<file path="src/rtl/crc8_serial.sv">
// Bit-serial CRC-8 (MSB first) with a framed input stream and a one-cycle delayed pass-through.
// Define CRC8_APPEND_EN to shift the final CRC out on dout after the data bits.
`timescale 1ns/1ps

module crc8_serial #(
    parameter logic [7:0]  POLY      = 8'h07,
    parameter logic [7:0]  INIT      = 8'h00,
    parameter int unsigned FRAME_LEN = 16
) (
    input  logic       clk,
    input  logic       rst_n,
    input  logic       start,
    input  logic       din,
    input  logic       din_valid,
    output logic       busy,
    output logic [7:0] crc,
    output logic       done,
    output logic       dout,
    output logic       dout_valid
);

`ifdef CRC8_APPEND_EN
    typedef enum logic [1:0] {IDLE = 2'd0, SHIFT = 2'd1, APPEND = 2'd2} state_t;
`else
    typedef enum logic {IDLE = 1'b0, SHIFT = 1'b1} state_t;
`endif

    localparam logic [7:0] LAST_IDX = 8'(FRAME_LEN - 1);

    state_t     state, state_next;
    logic [7:0] cnt;
    logic       accept;
    logic       last_bit;
    logic [7:0] crc_next;

`ifdef CRC8_APPEND_EN
    logic [7:0] shadow;
    logic [3:0] app_cnt;
    logic       app_end;
`endif

    always_comb begin
        // NOTE: every signal written here is defaulted first, so no path can infer a latch.
        accept     = (state == SHIFT) && din_valid;
        last_bit   = accept && (cnt == LAST_IDX);
        crc_next   = {crc[6:0], 1'b0} ^ ((crc[7] ^ din) ? POLY : 8'h00);
        state_next = state;
`ifdef CRC8_APPEND_EN
        // Count 8 marks the cycle after the last appended bit, where done is raised.
        app_end    = (state == APPEND) && (app_cnt == 4'd8);
`endif
        case (state)
            IDLE:    if (start) state_next = SHIFT;
`ifdef CRC8_APPEND_EN
            SHIFT:   if (last_bit) state_next = APPEND;
            APPEND:  if (app_end) state_next = IDLE;
`else
            SHIFT:   if (last_bit) state_next = IDLE;
`endif
            default: state_next = IDLE;
        endcase
    end

    always_ff @(posedge clk or negedge rst_n) begin
        if (!rst_n) state <= IDLE;
        else        state <= state_next;
    end

    always_ff @(posedge clk or negedge rst_n) begin
        if (!rst_n) begin
            crc        <= INIT;
            cnt        <= '0;
            busy       <= 1'b0;
            done       <= 1'b0;
            dout       <= 1'b0;
            dout_valid <= 1'b0;
`ifdef CRC8_APPEND_EN
            shadow     <= '0;
            app_cnt    <= '0;
`endif
        end else begin
            // NOTE: non-blocking assignments keep every register reading pre-edge values.
            done       <= 1'b0;
            dout_valid <= 1'b0;
            busy       <= (state_next != IDLE);
            case (state)
                IDLE: begin
                    if (start) begin
                        crc <= INIT;
                        cnt <= '0;
                    end
                end
                SHIFT: begin
                    if (accept) begin
                        crc        <= crc_next;
                        cnt        <= cnt + 8'd1;
                        dout       <= din;
                        dout_valid <= 1'b1;
`ifdef CRC8_APPEND_EN
                        if (last_bit) begin
                            shadow  <= crc_next;
                            app_cnt <= '0;
                        end
`else
                        if (last_bit) done <= 1'b1;
`endif
                    end
                end
`ifdef CRC8_APPEND_EN
                APPEND: begin
                    if (app_end) begin
                        done <= 1'b1;
                    end else begin
                        dout       <= shadow[7];
                        shadow     <= {shadow[6:0], 1'b0};
                        dout_valid <= 1'b1;
                        app_cnt    <= app_cnt + 4'd1;
                    end
                end
`endif
                default: ;
            endcase
        end
    end

endmodule

</file>
<file path="config.mk">
export PLATFORM = sky130hd
export DESIGN_NAME = crc8_serial
export DESIGN_NICKNAME = d
export VERILOG_FILES = /design/src/rtl/crc8_serial.sv
export SDC_FILE = /design/constraint.sdc
export NUM_CORES = 1
export LEC_CHECK = 0
export CAP_MARGIN = 20
export CORE_MARGIN = 4
export CORE_UTILIZATION = 30
export CTS_CLUSTER_SIZE = 24
export DETAILED_ROUTE_END_ITERATION = 10
export PLACE_DENSITY = 0.53
export SLEW_MARGIN = 20
export SYNTH_ARGS = -nofsm -noshare
export SYNTH_HDL_FRONTEND = slang
export SYNTH_SLANG_ARGS = --single-unit
</file>
<file path="constraint.sdc">
create_clock -name clk -period 1.5 [get_ports clk]
set_clock_uncertainty 0.2 [all_clocks]
set_input_delay 0.15 -clock clk [delete_from_list [all_inputs] [get_ports clk]]
set_output_delay 0.15 -clock clk [all_outputs]
set_load 0.02 [all_outputs]
</file>
==> summary.md, run 1 <==
| Metric | Value |
|---|---|
| R2r setup slk | `-90 ps` |
| Total GRT Usage | `0.1104` |
| Root buf cell | `clkbuf_4` |
| CTS tree | `done` |
| Yosys cell types | `27` |
| Port-buffer cells | `16` |
| Worst Tran Pin Value | `361.6 ps` |
| Core box area | `2758 um^2` |
| Avg Cell Area, Syn | `11.20 um^2` |
| Sink Count | `20` |
| Worst setup SP type | `flip-flop` |
| N_diodes | `0` |
| Net Count, Synth | `83` |
| Max-slew headroom | `0.7572` |
| Die area | `3795 um^2` |
| FP Rows | `19` |
| HPWL after DPL | `1284 um` |
| Internal | `1.143 mW` |
| Crit end category | `flip-flop` |
| Via count | `717` |
| Antenna viol nets, final | `0` |
| Synth Warn # | `0` |
| DRT Wirelength | `2008 um` |
| R2R cell count | `4` |
| Violated checks | `setup timing` |
| Arr. time, crit path | `1600 ps` |
| HP Class | `input port to flip-flop` |
| H-tree depth | `1` |
| 1st-iter DRT viols | `9` |
| Area growth, synth to finish | `49.06%` |
| Status | `finished with violations` |
| Power Density | `1387 nW/um^2` |
| Clock slew seen by the registers of the worst setup and hold paths | `120 ps` |
| Cell Area, Synth | `862.1 um^2` |
| Tmin final | `1595 ps` |
| Dominant synthesized flop cell | `dfrtp_1` |
| I/O Pins | `17` |
| VDD IR max | `1.055 mV` |
| Synth Register Bits | `20` |
| Total congestion overflow | `0` |
| Largest net degree at the start of global routing | `21` |
| Die span in y | `61.61 um` |
| Worst hold path cell count | `3` |
| Routed WL per cell | `13.94 um` |
| TritonCTS buffer count | `3` |
| Sequential fraction of the synthesis area | `0.5806` |
| Die X | `61.61 um` |
| Gpl congestion | `0.7075` |
| Worst Path Required | `1510 ps` |
| Max-cap viol count | `0` |
| Combinational share of power | `0.363` |
| Crit-path max FO | `2` |
| First-pass GRT wire length | `3042 um` |
| Worst setup path class | `flip-flop to flip-flop` |
| Worst hold slack | `213.0 ps` |
| Switch share | `0.3587` |
| Vias per cell | `4.979` |
| Synth async-reset ratio | `1.000` |
| Final setup fails | `4` |
| Seq pwr share | `0.455` |
| Tcrit/Tclk final | `1.063` |
| # DRC | `0` |
| Final Hold Viols | `0` |
| Share of post-route cells with drive strength above 1 | `0.3009` |
| DR pass1 iterations | `4` |
| EDFF count, synth | `0` |
| Clock share of power | `0.183` |
| Post-Syn Instances | `77` |
| Unrepaired setup endpoints after global routing | `true` |
| Vias in the first global route | `666` |
| Final Util | `0.4660` |
| Clk buf depth | `2` |
| Worst setup margin | `-94.53 ps` |
| Clock Latency Late Sink | `310 ps` |
| Nets | `120` |
| Initial antenna violation count | `0` |
| P_sw | `0.6390 mW` |
| Max-slew violation count | `0` |
| Static leakage | `0.5989 nW` |
| Starting Density | `0.3126` |
| F_max | `0.6271 GHz` |
-- critical path: stages, from the launching register on --
cell and delay, ps:
dfrtp_1 410, ha_4 170, nand3_4 70, or3_4 340
o32a_1 290
-- metal layers --
layer / vias up / track usage / routed length (um) / share of wire
met2: 18 / 0.1689 / 969 / 0.48
met3: 2 / 0.05031 / 119 / 0.059
met4: 0 / 0.01818 / 10 / 0.0050
met1: 349 / 0.1464 / 908 / 0.45
met5: - / 0 / 0 / 0
li1: 348 / - / - / -
-- placed cells by master (no fill, tap or decap), types with 3 or more instances in the layout --
master           Yosys  routed
a22o_1               6       6
dfrtp_1             20      19
clkdlybuf4s50_1      0       4
o21ai_0              6       5
nand2_1             11      11
buf_6                0       3
buf_4                1      15
dlygate4sd2_1        0      11
clkbuf_4             0       3
-- cells by family (layout without fill, tap and decap cells) --
logic type | count (synthesis) | after routing | share of synthesized area
flops | 20 | 20 | 0.5806
compound gates | 21 | 21 | 0.1727
buf+inv | 6 | 42 | 0.03338
mux | 2 | 2 | 0.02322
fa+ha+maj | 1 | 1 | 0.01451
simple gates | 24 | 24 | 0.1451
xor+xnor | 3 | 3 | 0.03048
-- cell type report --
class / instances / area (um^2)
Fill cell: 277 / 1473
Timing Repair Buffer: 35 / 302.8
Multi-Input combinational cell: 51 / 394.1
Tap cell: 31 / 38.79
Sequential cell: 20 / 501.7
Inverter: 3 / 11.26
Clock buffer: 4 / 36.28
-- registers in the layout, summed over array words and instances (netlist names) --
| register | cells |
|---|---|
| busy | 1 |
| cnt | 8 |
| crc | 8 |
| done | 1 |
| dout | 1 |
| dout_valid | 1 |
-- final timing paths --
path	from	to
min	din	dout
max reg2reg	cnt[0]	busy
min in group asynchronous	rst_n	cnt[6]
min reg2reg	dout	dout
max in group asynchronous	rst_n	cnt[6]
max	cnt[0]	busy
-- synthesized netlist by cell type, types with 2 or more instances --
| cell | number | share of area |
|---|---|---|
| mux2i_1 | 2 | 0.023 |
| o21ai_0 | 6 | 0.035 |
| nand3_1 | 3 | 0.017 |
| a21oi_1 | 2 | 0.012 |
| or4_1 | 2 | 0.017 |
| inv_1 | 3 | 0.013 |
| o31ai_1 | 2 | 0.017 |
| nand2_1 | 11 | 0.048 |
| o211ai_1 | 2 | 0.017 |
| xor2_1 | 2 | 0.020 |
| dfrtp_1 | 20 | 0.58 |
| buf_2 | 2 | 0.012 |
| a22o_1 | 6 | 0.061 |
-- timing repair --
action,4_1_cts,5_1_grt
endpoints found under the setup margin,16,13
buffers inserted,0,4
gates resized for setup,15,16
hold endpoints to repair,20,0
pin swaps,2,3
hold buffers,1,0
-- stage by stage --
step / setup slack, ps / cells / area (um^2) / total power [mW] / TNS [ps]
floorplan: -95.50 / 77 / 864.6 / 1.102 / -96.86
global placement: -211.9 / 135 / 1151 / 1.437 / -1821
detailed placement: -234.0 / 135 / 1151 / 1.441 / -2131
CTS: -70.24 / 140 / 1199 / 1.717 / -92.02
global route: -128.9 / 144 / 1285 / 1.896 / -447.3
finish: -94.53 / 144 / 1285 / 1.782 / -223.2
-- power groups by stage --
stage	Clock, mW	Sequential [mW]	Combinational [mW]
floorplan	0	0.904	0.197
global placement	0	0.804	0.633
detailed placement	0	0.803	0.638
CTS	0.337	0.793	0.587
global route	0.360	0.830	0.706
finish	0.326	0.810	0.646
(Power assumes the default switching activity.)
==> run 2, diff against run 1 <==
- HOLD_SLACK_MARGIN: not set -> 0.1
- REMOVE_ABC_BUFFERS: not set -> 1
==> run 2 against run 1 <==
Compared with the run above: the flow still finishes with violations (setup timing); sequential share of layout area fell by 0.17 points; setup slack worse by 27 ps; power rose by 0.19%; combinational power is 3% higher; sequential power about the same; cell count unchanged; first-iteration DRC count is 78% higher; hold slack better by 25 ps; maximum frequency is 1.7% lower; routed wire length rose by 2.0%; critical endpoint unchanged; largest cell class unchanged; largest power group unchanged; highest routed layer unchanged.
==> summary.md, run 2 (synthesis gave the netlist of run 1 again) <==
| Metric | Value |
|---|---|
| Unrepaired setup endpoints after global routing | `true (unchanged)` |
| Core box area | `2758 um^2 (unchanged)` |
| H-tree depth | `1 (unchanged)` |
| Clock slew seen by the registers of the worst setup and hold paths | `110 ps (was 120 ps)` |
| Die X | `61.61 um (unchanged)` |
| Final setup fails | `4 (unchanged)` |
| Port-buffer cells | `16 (unchanged)` |
| Clock Latency Late Sink | `300 ps (was 310 ps)` |
| Via count | `738 (was 717)` |
| Die area | `3795 um^2 (unchanged)` |
| CP startpoint | `cnt[1] (was cnt[0])` |
| TritonCTS buffer count | `3 (unchanged)` |
| Arr. time, crit path | `1600 ps (about the same)` |
| Max-slew headroom | `0.8305 (was 0.7572)` |
| Commonest non-fill, non-tap cell in the layout | `dfrtp_1 (unchanged)` |
| Tcrit/Tclk final | `1.081 (was 1.063)` |
| Worst hold path cell count | `3 (unchanged)` |
| R2R cell count | `4 (unchanged)` |
| Worst Hold End | `dout (unchanged)` |
| Initial antenna violation count | `0 (unchanged)` |
| Max-cap viol count | `0 (unchanged)` |
| Worst setup margin | `-121.3 ps (was -94.53 ps)` |
| Met2 wire len | `958 um (was 969 um)` |
| Fin cells | `144 (unchanged)` |
| N_diodes | `0 (unchanged)` |
| Met3 Routed Length | `87 um (was 119 um)` |
| Worst setup SP type | `flip-flop (unchanged)` |
| Nets | `120 (unchanged)` |
| Violated checks | `setup timing (unchanged)` |
| Total congestion overflow | `0 (unchanged)` |
| R2r setup slk | `-120 ps (was -90 ps)` |
| Antenna viol nets, final | `0 (unchanged)` |
| Crit-path max FO | `2 (unchanged)` |
| # DRC | `0 (unchanged)` |
| Status | `finished with violations (unchanged)` |
| Final Util | `0.4669 (was 0.4660)` |
| Placed Instance Area | `1154 um^2 (was 1151 um^2)` |
| Worst hold slack | `238.4 ps (was 213.0 ps)` |
| Sink Count | `20 (unchanged)` |
| Power Density | `1386 nW/um^2 (was 1387 nW/um^2)` |
| Routed WL per cell | `14.22 um (was 13.94 um)` |
| Min-delay src | `din (unchanged)` |
| Share of post-route cells with drive strength above 1 | `0.3009 (unchanged)` |
| Vias in the first global route | `699 (was 666)` |
| Clk buf depth | `2 (unchanged)` |
| Crit end category | `flip-flop (unchanged)` |
| DRT Wirelength | `2048 um (was 2008 um)` |
| Largest net degree at the start of global routing | `21 (unchanged)` |
| Root buf cell | `clkbuf_4 (unchanged)` |
| Design area | `1287 um^2 (was 1285 um^2)` |
| Die span in y | `61.61 um (unchanged)` |
| Highest metal layer with signal wires | `met4 (unchanged)` |
| Total GRT Usage | `0.1149 (was 0.1104)` |
| HPWL after DPL | `1420 um (was 1284 um)` |
| FP Rows | `19 (unchanged)` |
| Inst Count DP | `134 (was 135)` |
| CTS tree | `done (unchanged)` |
| 1st-iter DRT viols | `16 (was 9)` |
| Top Registers | `cnt x8, crc x8 (unchanged)` |
| I/O Pins | `17 (unchanged)` |
| FILL cells | `282 (was 277)` |
| HP Class | `input port to flip-flop (unchanged)` |
| Vias per cell | `5.125 (was 4.979)` |
| Met1 wire length | `989 um (was 908 um)` |
| Most frequent cells in the layout | `dfrtp_1, buf_4, dlygate4sd2_1, nand2_1, a22o_1 (was dfrtp_1, buf_4, nand2_1, dlygate4sd2_1, a22o_1)` |
| Static leakage | `0.6016 nW (was 0.5989 nW)` |
| Worst setup path class | `flip-flop to flip-flop (unchanged)` |
| Gpl congestion | `0.7606 (was 0.7075)` |
| Worst Path Required | `1480 ps (was 1510 ps)` |
| Max-slew violation count | `0 (unchanged)` |
| VDD IR max | `0.7101 mV (was 1.055 mV)` |
| Worst Tran Pin Value | `252.1 ps (was 361.6 ps)` |
| F_max | `0.6168 GHz (was 0.6271 GHz)` |
| R2r startpoint | `cnt[1] (was cnt[0])` |
| Tmin final | `1621 ps (was 1595 ps)` |
| Final Hold Viols | `0 (unchanged)` |
| First-pass GRT wire length | `3208 um (was 3042 um)` |
| Reg-to-Reg End | `busy (unchanged)` |
| Area growth, synth to finish | `49.35% (was 49.06%)` |
| Overall power | `1.785 mW (was 1.782 mW)` |
| DR pass1 iterations | `4 (unchanged)` |
| Starting Density | `0.3126 (unchanged)` |
[run 2: worst max-delay path by stage]
| stage | depth (start not counted) | to | slack, ps |
|---|---|---|---|
| floorplan | 3 | busy | -160 |
| global placement | 5 | cnt[6] | -210 |
| detailed placement | 4 | busy | -240 |
| CTS | 4 | busy | -100 |
| global route | 4 | busy | -140 |
| finish | 4 | busy | -120 |
[run 2: layer usage]
| metal | vias up | GRT usage |
|---|---|---|
| met2 | 16 | 0.1764 |
| met3 | 2 | 0.03564 |
| met5 | - | 0 |
| met4 | 0 | 0.04545 |
| met1 | 368 | 0.1506 |
| li1 | 352 | - |
[run 2: through the flow]
stage / setup TNS (ps) / setup slack (ps)
floorplan: -1779 / -162.6
global placement: -1617 / -205.9
detailed placement: -1908 / -241.2
CTS: -168.9 / -100.9
global route: -439.1 / -140.7
finish: -273.0 / -121.3
[run 2: area by class of cell]
class,instances,area [um^2],area share
Tap cell,31,38.79,0.03013
Sequential cell,20,500.5,0.3887
Timing Repair Buffer,35,306.5,0.2381
Inverter,3,11.26,0.008746
Clock buffer,4,36.28,0.02818
Multi-Input combinational cell,51,394.1,0.3061
[run 2: worst max-delay path, cell delays in order, from the launching register on]
cell	delay, ps
dfrtp_1	420
ha_4	160
nand3_2	90
or3_4	340
o32a_1	300
[run 2: repair_timing]
action	CTS	global route
gates cloned	0	0
hold buffers	1	0
endpoints found under the setup margin	16	16
gates resized for setup	15	13
pin swaps	1	7
setup buffers	2	3
endpoints found under the hold margin	20	0
[run 2: power breakdown]
group	leakage (nW)	total, mW	switching, mW	internal [mW]
logic	0.327	0.664	0.328	0.336
clock network	0.0210	0.309	0.162	0.148
registers	0.253	0.812	0.140	0.672
==> run 3, diff against run 2 <==
- ABC_CLOCK_PERIOD_IN_PS: not set -> 1960
- PLACE_DENSITY: 0.53 -> 0.51
- SKIP_CTS_REPAIR_TIMING: not set -> 1
- clock period: 1.5 -> 1.96 ns (I/O delays scaled with it)
==> run 3 against run 2 <==
Compared with the run above: the flow now finishes without violations; first-iteration DRC count grew to 2.7 times the previous value; critical path type is now flip-flop to output pin; critical path depth is 3 lower; cell count is 9.7% lower; sequential power is 25% lower.
==> summary.md, run 3 (synthesis gave the netlist of run 1 again) <==
| Metric | Value |
|---|---|
| Top Registers | `cnt x8, crc x8 (unchanged)` |
| I/O Pins | `17 (unchanged)` |
| Setup TNS Final | `0 ps (was -273.0 ps)` |
| WP buf/inv | `1 (was 0)` |
| Die area | `3795 um^2 (unchanged)` |
| Worst setup margin | `174.2 ps (was -121.3 ps)` |
| First-pass GRT wire length | `2870 um (was 3208 um)` |
| Clk buf depth | `2 (unchanged)` |
| Die span in y | `61.61 um (unchanged)` |
| F_max | `0.5600 GHz` |
| # DRC | `0 (unchanged)` |
| H-tree depth | `1 (unchanged)` |
| Reg-to-Reg End | `busy (unchanged)` |
| Crit-path max FO | `5 (was 2)` |
| Max-slew headroom | `0.7788 (was 0.8305)` |
| Worst setup path class | `flip-flop to output pin (was flip-flop to flip-flop)` |
| Clock slew seen by the registers of the worst setup and hold paths | `120 ps (was 110 ps)` |
| HP Class | `input port to flip-flop (unchanged)` |
| Antenna viol nets, final | `0 (unchanged)` |
| CP startpoint | `busy (was cnt[1])` |
| Commonest non-fill, non-tap cell in the layout | `dfrtp_1 (unchanged)` |
| Worst Hold End | `dout (unchanged)` |
| Final Hold Viols | `0 (unchanged)` |
| Unrepaired setup endpoints after global routing | `false (was true)` |
| Worst Tran Pin Value | `329.4 ps (was 252.1 ps)` |
| Area growth, synth to finish | `31.79% (was 49.35%)` |
| R2R cell count | `4 (unchanged)` |
| TritonCTS buffer count | `3 (unchanged)` |
| Port-buffer cells | `16 (unchanged)` |
| Gpl congestion | `0.7314 (was 0.7606)` |
| Max-cap viol count | `0 (unchanged)` |
| Pre-CTS WS | `112.9 ps (was -241.2 ps)` |
| CTS tree | `done (unchanged)` |
| DRT Wirelength | `1702 um (was 2048 um)` |
| Tmin final | `1786 ps` |
| Most frequent cells in the layout | `dfrtp_1, clkdlybuf4s50_1, nand2_1, o21ai_0, a22o_1 (was dfrtp_1, buf_4, dlygate4sd2_1, nand2_1, a22o_1)` |
| R2r startpoint | `cnt[0] (was cnt[1])` |
| Max-slew violation count | `0 (unchanged)` |
| Sink Count | `20 (unchanged)` |
| Vias in the first global route | `638 (was 699)` |
| Final setup fails | `0 (was 4)` |
| Share of post-route cells with drive strength above 1 | `0.1111 (was 0.3009)` |
| Core box area | `2758 um^2 (unchanged)` |
| Via count | `673 (was 738)` |
| Crit-path max cell delay | `640 ps (was 420 ps)` |
| Worst Path Required | `1560 ps (was 1480 ps)` |
| Status | `complete, no violations (was finished with violations)` |
| HPWL after DPL | `1230 um (was 1420 um)` |
| Starting Density | `0.3126 (unchanged)` |
| Routed WL per cell | `13.09 um (was 14.22 um)` |
| N_diodes | `0 (unchanged)` |
| Crit end category | `output pin (was flip-flop)` |
| Die X | `61.61 um (unchanged)` |
| Power Density | `1205 nW/um^2 (was 1386 nW/um^2)` |
| VDD IR max | `0.6181 mV (was 0.7101 mV)` |
| Largest delay share family, worst path | `buffers and inverters (was simple AND/OR/NAND/NOR gates)` |
| Root buf cell | `clkbuf_4 (unchanged)` |
| Vias per cell | `5.177 (was 5.125)` |
| Worst hold path cell count | `3 (unchanged)` |
| Clock Latency Late Sink | `300 ps (about the same)` |
| 1st-iter DRT viols | `43 (was 16)` |
| Static leakage | `0.4955 nW (was 0.6016 nW)` |
| Nets | `106 (was 120)` |
| Min-delay src | `din (unchanged)` |
| Total congestion overflow | `0 (unchanged)` |
| Arr. time, crit path | `1390 ps (was 1600 ps)` |
| Crit-path cells | `clkdlybuf4s50_1 (was ha_4 -> nand3_2 -> or3_4 -> o32a_1)` |
| DR pass1 iterations | `4 (unchanged)` |
| Worst setup SP type | `flip-flop (unchanged)` |
| Largest net degree at the start of global routing | `21 (unchanged)` |
| Tcrit/Tclk final | `0.9111` |
| Crit-path slowest cell | `clkdlybuf4s50_1 (was dfrtp_1)` |
| R2r setup slk | `250 ps (was -120 ps)` |
| FP Rows | `19 (unchanged)` |
| Initial antenna violation count | `0 (unchanged)` |
| Total GRT Usage | `0.1036 (was 0.1149)` |
run 3: final cells by class:
class,count,area [um^2]
Clock buffer,3,22.52
Clock inverter,1,30.03
Fill cell,278,1622
Inverter,3,11.26
Multi-Input combinational cell,51,332.8
Sequential cell,20,500.5
Tap cell,31,38.79
Timing Repair Buffer,21,200.2
run 3: report_power, final:
group,switching (mW),leakage (nW),internal (mW)
sequential,0.0972,0.253,0.514
combinational,0.206,0.214,0.217
clock,0.128,0.0279,0.207
total,0.432,0.496,0.938
run 3: worst max path at each step:
stage | endpoint | slack [ps] | cells after the start
detailed placement | busy | 110 | 4
global placement | busy | 130 | 4
floorplan | busy | 300 | 3
global route | busy | 100 | 1
finish | busy | 170 | 1
CTS | busy | 160 | 1
run 3: routing by layer:
metal	vias up	track usage	wire (um)
met5	-	0	0
met4	0	0.05455	43
met3	5	0.01677	81
met2	12	0.1599	796
met1	333	0.1388	780
li1	323	-	-
run 3: per-stage QoR:
step | instance area, um^2 | power [mW] | utilization | hold WS, ps | std cells
final | 1136 | 1.369 | 0.4120 | 263.6 | 130
after global routing | 1136 | 1.462 | 0.4120 | 288.5 | 130
after CTS | 1126 | 1.392 | 0.4083 | 23.25 | 129
after detailed placement | 1074 | 1.050 | 0.3893 | 300.3 | 125
after global placement | 1074 | 1.047 | 0.3893 | 304.5 | 125
after floorplan | 844.6 | 0.8363 | - | -299.6 | 74
